**src/rtl/lsu_ctrl.sv**
```systemverilog
// lsu_ctrl: multi-cycle load/store sequencer between EXU and a req/ack data bus.
// Optional WAIT-state timeout fault is built only when LSU_TIMEOUT_EN is defined.
module lsu_ctrl #(
  parameter int unsigned TIMEOUT_CYCLES = 255,
  parameter int unsigned CNT_W          = 8
) (
  input  logic        clk,
  input  logic        rst_n,
  input  logic        ex_valid,
  input  logic [31:0] mem_addr,
  input  logic [31:0] mem_wdata,
  input  logic        rd_en,
  input  logic        wr_en,
  input  logic [3:0]  rmask,
  input  logic [3:0]  wmask,
  input  logic        ld_signed,
  input  logic [4:0]  rd_addr,
  output logic        bus_req,
  output logic        bus_we,
  output logic [31:0] bus_addr,
  output logic [31:0] bus_wdata,
  output logic [3:0]  bus_wstrb,
  input  logic        bus_ack,
  input  logic [31:0] bus_rdata,
  input  logic        bus_err,
  output logic        stall,
  output logic        wb_valid,
  output logic [4:0]  wb_addr,
  output logic [31:0] wb_data,
  output logic [1:0]  fault
);

  localparam logic [1:0] S_IDLE  = 2'd0;
  localparam logic [1:0] S_WAIT  = 2'd1;
  localparam logic [1:0] S_DONE  = 2'd2;
  localparam logic [1:0] S_FAULT = 2'd3;

  localparam logic [1:0] F_OK       = 2'b00;
  localparam logic [1:0] F_MISALIGN = 2'b01;
  localparam logic [1:0] F_BUSERR   = 2'b10;

  logic [1:0]  r_state;
  logic [1:0]  r_fault;
  logic        r_is_load;
  logic [29:0] r_addr;
  logic [31:0] r_wdata;
  logic [3:0]  r_wstrb;
  logic [3:0]  r_rmask;
  logic        r_signed;
  logic [4:0]  r_rd;
  logic [31:0] r_wb_data;

  logic        w_req;
  logic        w_wait;
  logic [3:0]  w_mask;
  logic        w_aligned;
  logic [1:0]  w_shift;
  logic [31:0] w_shifted;
  logic [31:0] w_ld_data;

`ifdef LSU_TIMEOUT_EN
  localparam logic [1:0]       F_TIMEOUT = 2'b11;
  localparam logic [CNT_W-1:0] TMO_LAST  = CNT_W'(TIMEOUT_CYCLES - 1);
  logic [CNT_W-1:0] r_cnt;
  logic             w_tmo;
  assign w_tmo = (r_cnt == TMO_LAST);

  // Held at zero outside WAIT so every access starts counting from zero.
  always_ff @(posedge clk or negedge rst_n) begin
    if (!rst_n)                r_cnt <= '0;
    else if (r_state != S_WAIT) r_cnt <= '0;
    else if (!bus_ack)          r_cnt <= r_cnt + 1'b1;
  end
`else
  logic [CNT_W-1:0] w_unused_tmo;
  assign w_unused_tmo = CNT_W'(TIMEOUT_CYCLES);
`endif

  // rst_n term keeps stall at 0 while reset is held, even with a request present.
  assign w_req  = rst_n & ex_valid & (rd_en | wr_en);
  assign w_wait = (r_state == S_WAIT);

  always_comb begin
    w_mask    = rd_en ? rmask : wmask;
    w_aligned = 1'b0;
    case (w_mask)
      4'b1111:                            w_aligned = (mem_addr[1:0] == 2'b00);
      4'b0011, 4'b1100:                   w_aligned = ~mem_addr[0];
      4'b0001, 4'b0010, 4'b0100, 4'b1000: w_aligned = 1'b1;
      default:                            w_aligned = 1'b0;
    endcase
  end

  always_comb begin
    w_shift = 2'd0;
    casez (r_rmask)
      4'b???1: w_shift = 2'd0;
      4'b??10: w_shift = 2'd1;
      4'b?100: w_shift = 2'd2;
      4'b1000: w_shift = 2'd3;
      default: w_shift = 2'd0;
    endcase
    w_shifted = bus_rdata >> {w_shift, 3'b000};
    case (r_rmask)
      4'b1111:          w_ld_data = w_shifted;
      4'b0011, 4'b1100: w_ld_data = {{16{r_signed & w_shifted[15]}}, w_shifted[15:0]};
      default:          w_ld_data = {{24{r_signed & w_shifted[7]}}, w_shifted[7:0]};
    endcase
  end

  always_ff @(posedge clk or negedge rst_n) begin
    if (!rst_n) begin
      r_state   <= S_IDLE;
      r_fault   <= F_OK;
      r_is_load <= 1'b0;
      r_addr    <= '0;
      r_wdata   <= '0;
      r_wstrb   <= '0;
      r_rmask   <= '0;
      r_signed  <= 1'b0;
      r_rd      <= '0;
      r_wb_data <= '0;
    end else begin
      case (r_state)
        S_IDLE: begin
          if (w_req) begin
            if (!w_aligned) begin
              r_state <= S_FAULT;
              r_fault <= F_MISALIGN;
            end else begin
              r_state   <= S_WAIT;
              r_is_load <= rd_en;
              r_addr    <= mem_addr[31:2];
              r_wdata   <= rd_en ? '0 : mem_wdata;
              r_wstrb   <= rd_en ? '0 : wmask;
              r_rmask   <= rmask;
              r_signed  <= ld_signed;
              r_rd      <= rd_addr;
            end
          end
        end
        S_WAIT: begin
          if (bus_ack) begin
            if (bus_err) begin
              r_state <= S_FAULT;
              r_fault <= F_BUSERR;
            end else begin
              r_state <= S_DONE;
              if (r_is_load) r_wb_data <= w_ld_data;
            end
          end
`ifdef LSU_TIMEOUT_EN
          else if (w_tmo) begin
            r_state <= S_FAULT;
            r_fault <= F_TIMEOUT;
          end
`endif
        end
        S_DONE:  r_state <= S_IDLE;
        S_FAULT: r_state <= S_FAULT;
        default: r_state <= S_IDLE;
      endcase
    end
  end

  assign bus_req   = w_wait;
  assign bus_we    = w_wait & ~r_is_load;
  assign bus_addr  = w_wait ? {r_addr, 2'b00} : '0;
  assign bus_wdata = w_wait ? r_wdata : '0;
  assign bus_wstrb = w_wait ? r_wstrb : '0;

  assign stall    = w_wait | (r_state == S_FAULT) | ((r_state == S_IDLE) & w_req);
  assign wb_valid = (r_state == S_DONE) & r_is_load;
  assign wb_addr  = wb_valid ? r_rd : '0;
  assign wb_data  = wb_valid ? r_wb_data : '0;
  assign fault    = r_fault;

endmodule

```
**config.mk**
```make
export PLATFORM = sky130hd
export DESIGN_NAME = lsu_ctrl
export DESIGN_NICKNAME = d
export VERILOG_FILES = /design/src/rtl/lsu_ctrl.sv
export SDC_FILE = /design/constraint.sdc
export NUM_CORES = 1
export LEC_CHECK = 0
export CORE_UTILIZATION = 35
export DETAILED_ROUTE_END_ITERATION = 12
export DONT_BUFFER_PORTS = 1
export GPL_TIMING_DRIVEN = 0
export PLACE_DENSITY_LB_ADDON = 0.12
export SYNTH_ARGS = -nofsm -noshare
export SYNTH_HDL_FRONTEND = slang
export SYNTH_SLANG_ARGS = --single-unit
export TNS_END_PERCENT = 30
```
**constraint.sdc**
```tcl
create_clock -name clk -period 3.62 [get_ports clk]
set_clock_uncertainty 0.2 [all_clocks]
set_input_delay 0.724 -clock clk [delete_from_list [all_inputs] [get_ports clk]]
set_output_delay 0.724 -clock clk [all_outputs]
set_load 0.01 [all_outputs]
```
==> results of run 1 <==
-- logic make-up after synthesis --
logic type	Yosys count	synth area share
simple gates	224	0.213
flops	113	0.456
compound gates	96	0.151
mux	71	0.125
buf+inv	50	0.0497
xor+xnor	3	0.00424
other cells	1	0.000605
-- what timing repair did --
action / 4_1_cts / 5_1_grt
hold buffers: 1 / 0
endpoints found under the setup margin: 0 / 0
endpoints found under the hold margin: 113 / 0
setup buffers: 0 / 0
-- metrics by stage --
step | hold slack [ns] | cells
finish | 0.0625 | 816
global route | 0.0900 | 816
CTS | 0.0947 | 816
detailed placement | 0.232 | 784
global placement | 0.232 | 784
floorplan | 0.228 | 559
-- final timing paths --
check                              from            end  slack, ns  depth (start not counted)
setup / recovery             r_state[1]  bus_wdata[17]       0.41                          5
min in group clk               rmask[0]     r_rmask[0]       0.24                          1
hold / removal                    rst_n  r_wb_data[28]       0.06                          1
setup reg to reg             r_state[1]   r_wb_data[7]       1.26                          6
max in group asynchronous         rst_n     r_addr[29]       2.72                          1
hold reg to reg            r_wb_data[0]   r_wb_data[0]       0.27                          2
-- cell usage after synthesis (7+ instances only) --
master     count
mux2_1        42
buf_2         15
nor2_1        28
mux2_2         7
o2bb2ai_2     30
nand3b_1      36
nand2_1       35
o21ai_0       12
a21oi_1       17
clkbuf_1      18
and2_1       104
dfrtp_1      113
mux2i_1       22
a221o_1        8
-- final cells by class --
type,instances,area [sq um],area share
inverter,4,15.0,0.00213
tap,225,282,0.0400
multi-input combinational,396,3060,0.436
buffer,46,293,0.0416
timing repair buffer,1,27.5,0.00391
sequential,113,2830,0.402
clock inverter,10,63.8,0.00907
clock buffer,21,460,0.0655
-- layer usage --
metal / vias up / global-route usage
li1: 1995 / -
met1: 2139 / 0.218
met2: 154 / 0.301
met3: 14 / 0.0668
met4: 0 / 0.0624
met5: - / 0
-- state kept, by name (all words and copies together), names as in the netlist --
signal	flops
fault	2
r_addr	30
r_is_load	1
r_rd	5
r_rmask	4
r_signed	1
r_state	2
r_wb_data	32
r_wdata	32
r_wstrb	4
-- power by group through the flow --
stage	combinational, mW	clock, mW	sequential [mW]
final	1.81	1.48	2.18
after detailed placement	1.82	0	2.19
after floorplan	1.48	0	2.08
after global placement	1.79	0	2.18
after CTS	1.85	1.52	2.18
after global routing	1.99	1.58	2.26
==> results.md, run 1 <==
- Post-synth EDFFs: 0
- Final Critical Period: 3.21 ns
- Met3 WL: 1370 um
- Final worst slack: 0.414 ns
- Max Fclk: 0.312 GHz
- Max IR drop VDD: 376 uV
- Clk sinks: 113
- Seq cells post-synth: 113
- Post-DR wirelength/cell: around 20 um
- Endpoints failing setup: 0
- Post-cts sizing count: 0
- Top post-synthesis cells by area: dfrtp_1 (46%), and2_1 (11%), mux2_1 (7.6%)
- Most common cell after layout, fill and taps aside: dfrtp_1
- Die area: 18200 sq um
- Initial drt markers: 162
- Initial core utilization: 0.358
- Min-Delay Path Class: primary input to asynchronous set/reset pin
- Width of the chip: about 140 um
- Gpl congestion: ~0.83
- Tightest Pin Transition: between 0.7 and 0.8 ns
- Share of the synthesized area in the top cell type: 0.456
- Final ANT Viol Nets: 0
- Distinct cells, synth: 52
- Most used cell, CP: clkbuf_1
- Total Nets Final: between 600 and 700
- Crit-path cells: nand2b_1 > inv_1 > clkbuf_1 > clkbuf_1 > and2_1
- Clock network power share: 0.270
- Vias: roughly 4300
- Initial antenna violation count: 0
- Critical path's largest stage delay: approximately 0.42 ns
- Post-synthesis average cell area: 11.1 sq um
- Vert. Die Dim: around 140 um
- Final period util: 0.886
- Pre-CTS setup slack: 0.764 ns
- Crit. End Element: output port
- Post-Route M1 WL: 6710 um
- Flop pwr share: 0.398
- Pwr dens: 778 nW/um^2
- Launching element type of the critical path: flip-flop
- Layout fillers: between 1500 and 2000
- RSZ-0062 raised after global routing: false
- # rows: between 40 and 50
- Clk slew on worst S/H paths: 0.06 ns
- Arr. time, crit path: 2.28 ns
- CP max FO: 10
- P_sw: between 1.5 and 2 mW
- Placed cell area: roughly 6500 sq um
- Clk_lat worst skew: 0.41 ns
- CTS buffer count: 17
- Part of the Yosys area used for sequential elements: 0.456
- # IOs: approximately 230
- Root Driver: clkbuf_16
- Htree depth: 4
- Vias in the first global route: about 4400
- Fin area: 7030 sq um
- Rel. slew slack: 0.506
- Pre-antenna DRT Iters: 4
- Grt ovf: 0
- Comb pwr share: 0.332
- CP bufs+invs: 3
- CTS tree: built
- Synth Instances: 558
- Vias/cell: 5.27
- Final-report max-slew violation count: 0
- Outcome: completed
- Top Metal Used: met4
- Synth area leader: dfrtp_1
- Inserted Diodes: 0
- Post-synth ARST share: 1.00
- Metal2 WL: 8100 um
- WL final: 16400 um
- Static Leak: 3.04 nW
- DRC: 0
- Final Hold Viols: 0
- Final core utilization: 0.407
- Largest net degree at the start of global routing: 114
- Netlist Area Pre-Place: roughly 6200 sq um
- Top FF cell, synth: dfrtp_1
- Tot GR Track Use: 0.182
- Pint: ~3.6 mW
- Max Root-Sink Buffers: 2
- Final Total Pwr: 5.47 mW
- Core Area: between 15000 and 20000 sq um
- Required @ worst endpoint: 2.70 ns
- IO Port Bufs: 0
- HPWL Detailed: 12000 um
- Synth warnings: 0
- Worst path slowest cell: dfrtp_1
- Layout cells sized above 1: 0.179
- Critical path class: flip-flop to output port
- Worst path top cell family by delay: buffers and inverters
- Setup total negative slack: 0 ns
- First-pass GRT wire length: 24900 um
- Max Cap Viol: 0
- Area grow syn2layout: 13.5%
- Commonest cells after routing, fill and taps aside: dfrtp_1 (113), and2_1 (104), mux2_1 (42)
- Sw Ratio: 0.345
Note: power is estimated with default switching activity, not from simulation.
==> run 2, diff against run 1 <==
- SKIP_LAST_GASP: unset -> 1
==> results of run 2 <==
No change in the layout: final DEF, timing and power equal those of run 1.
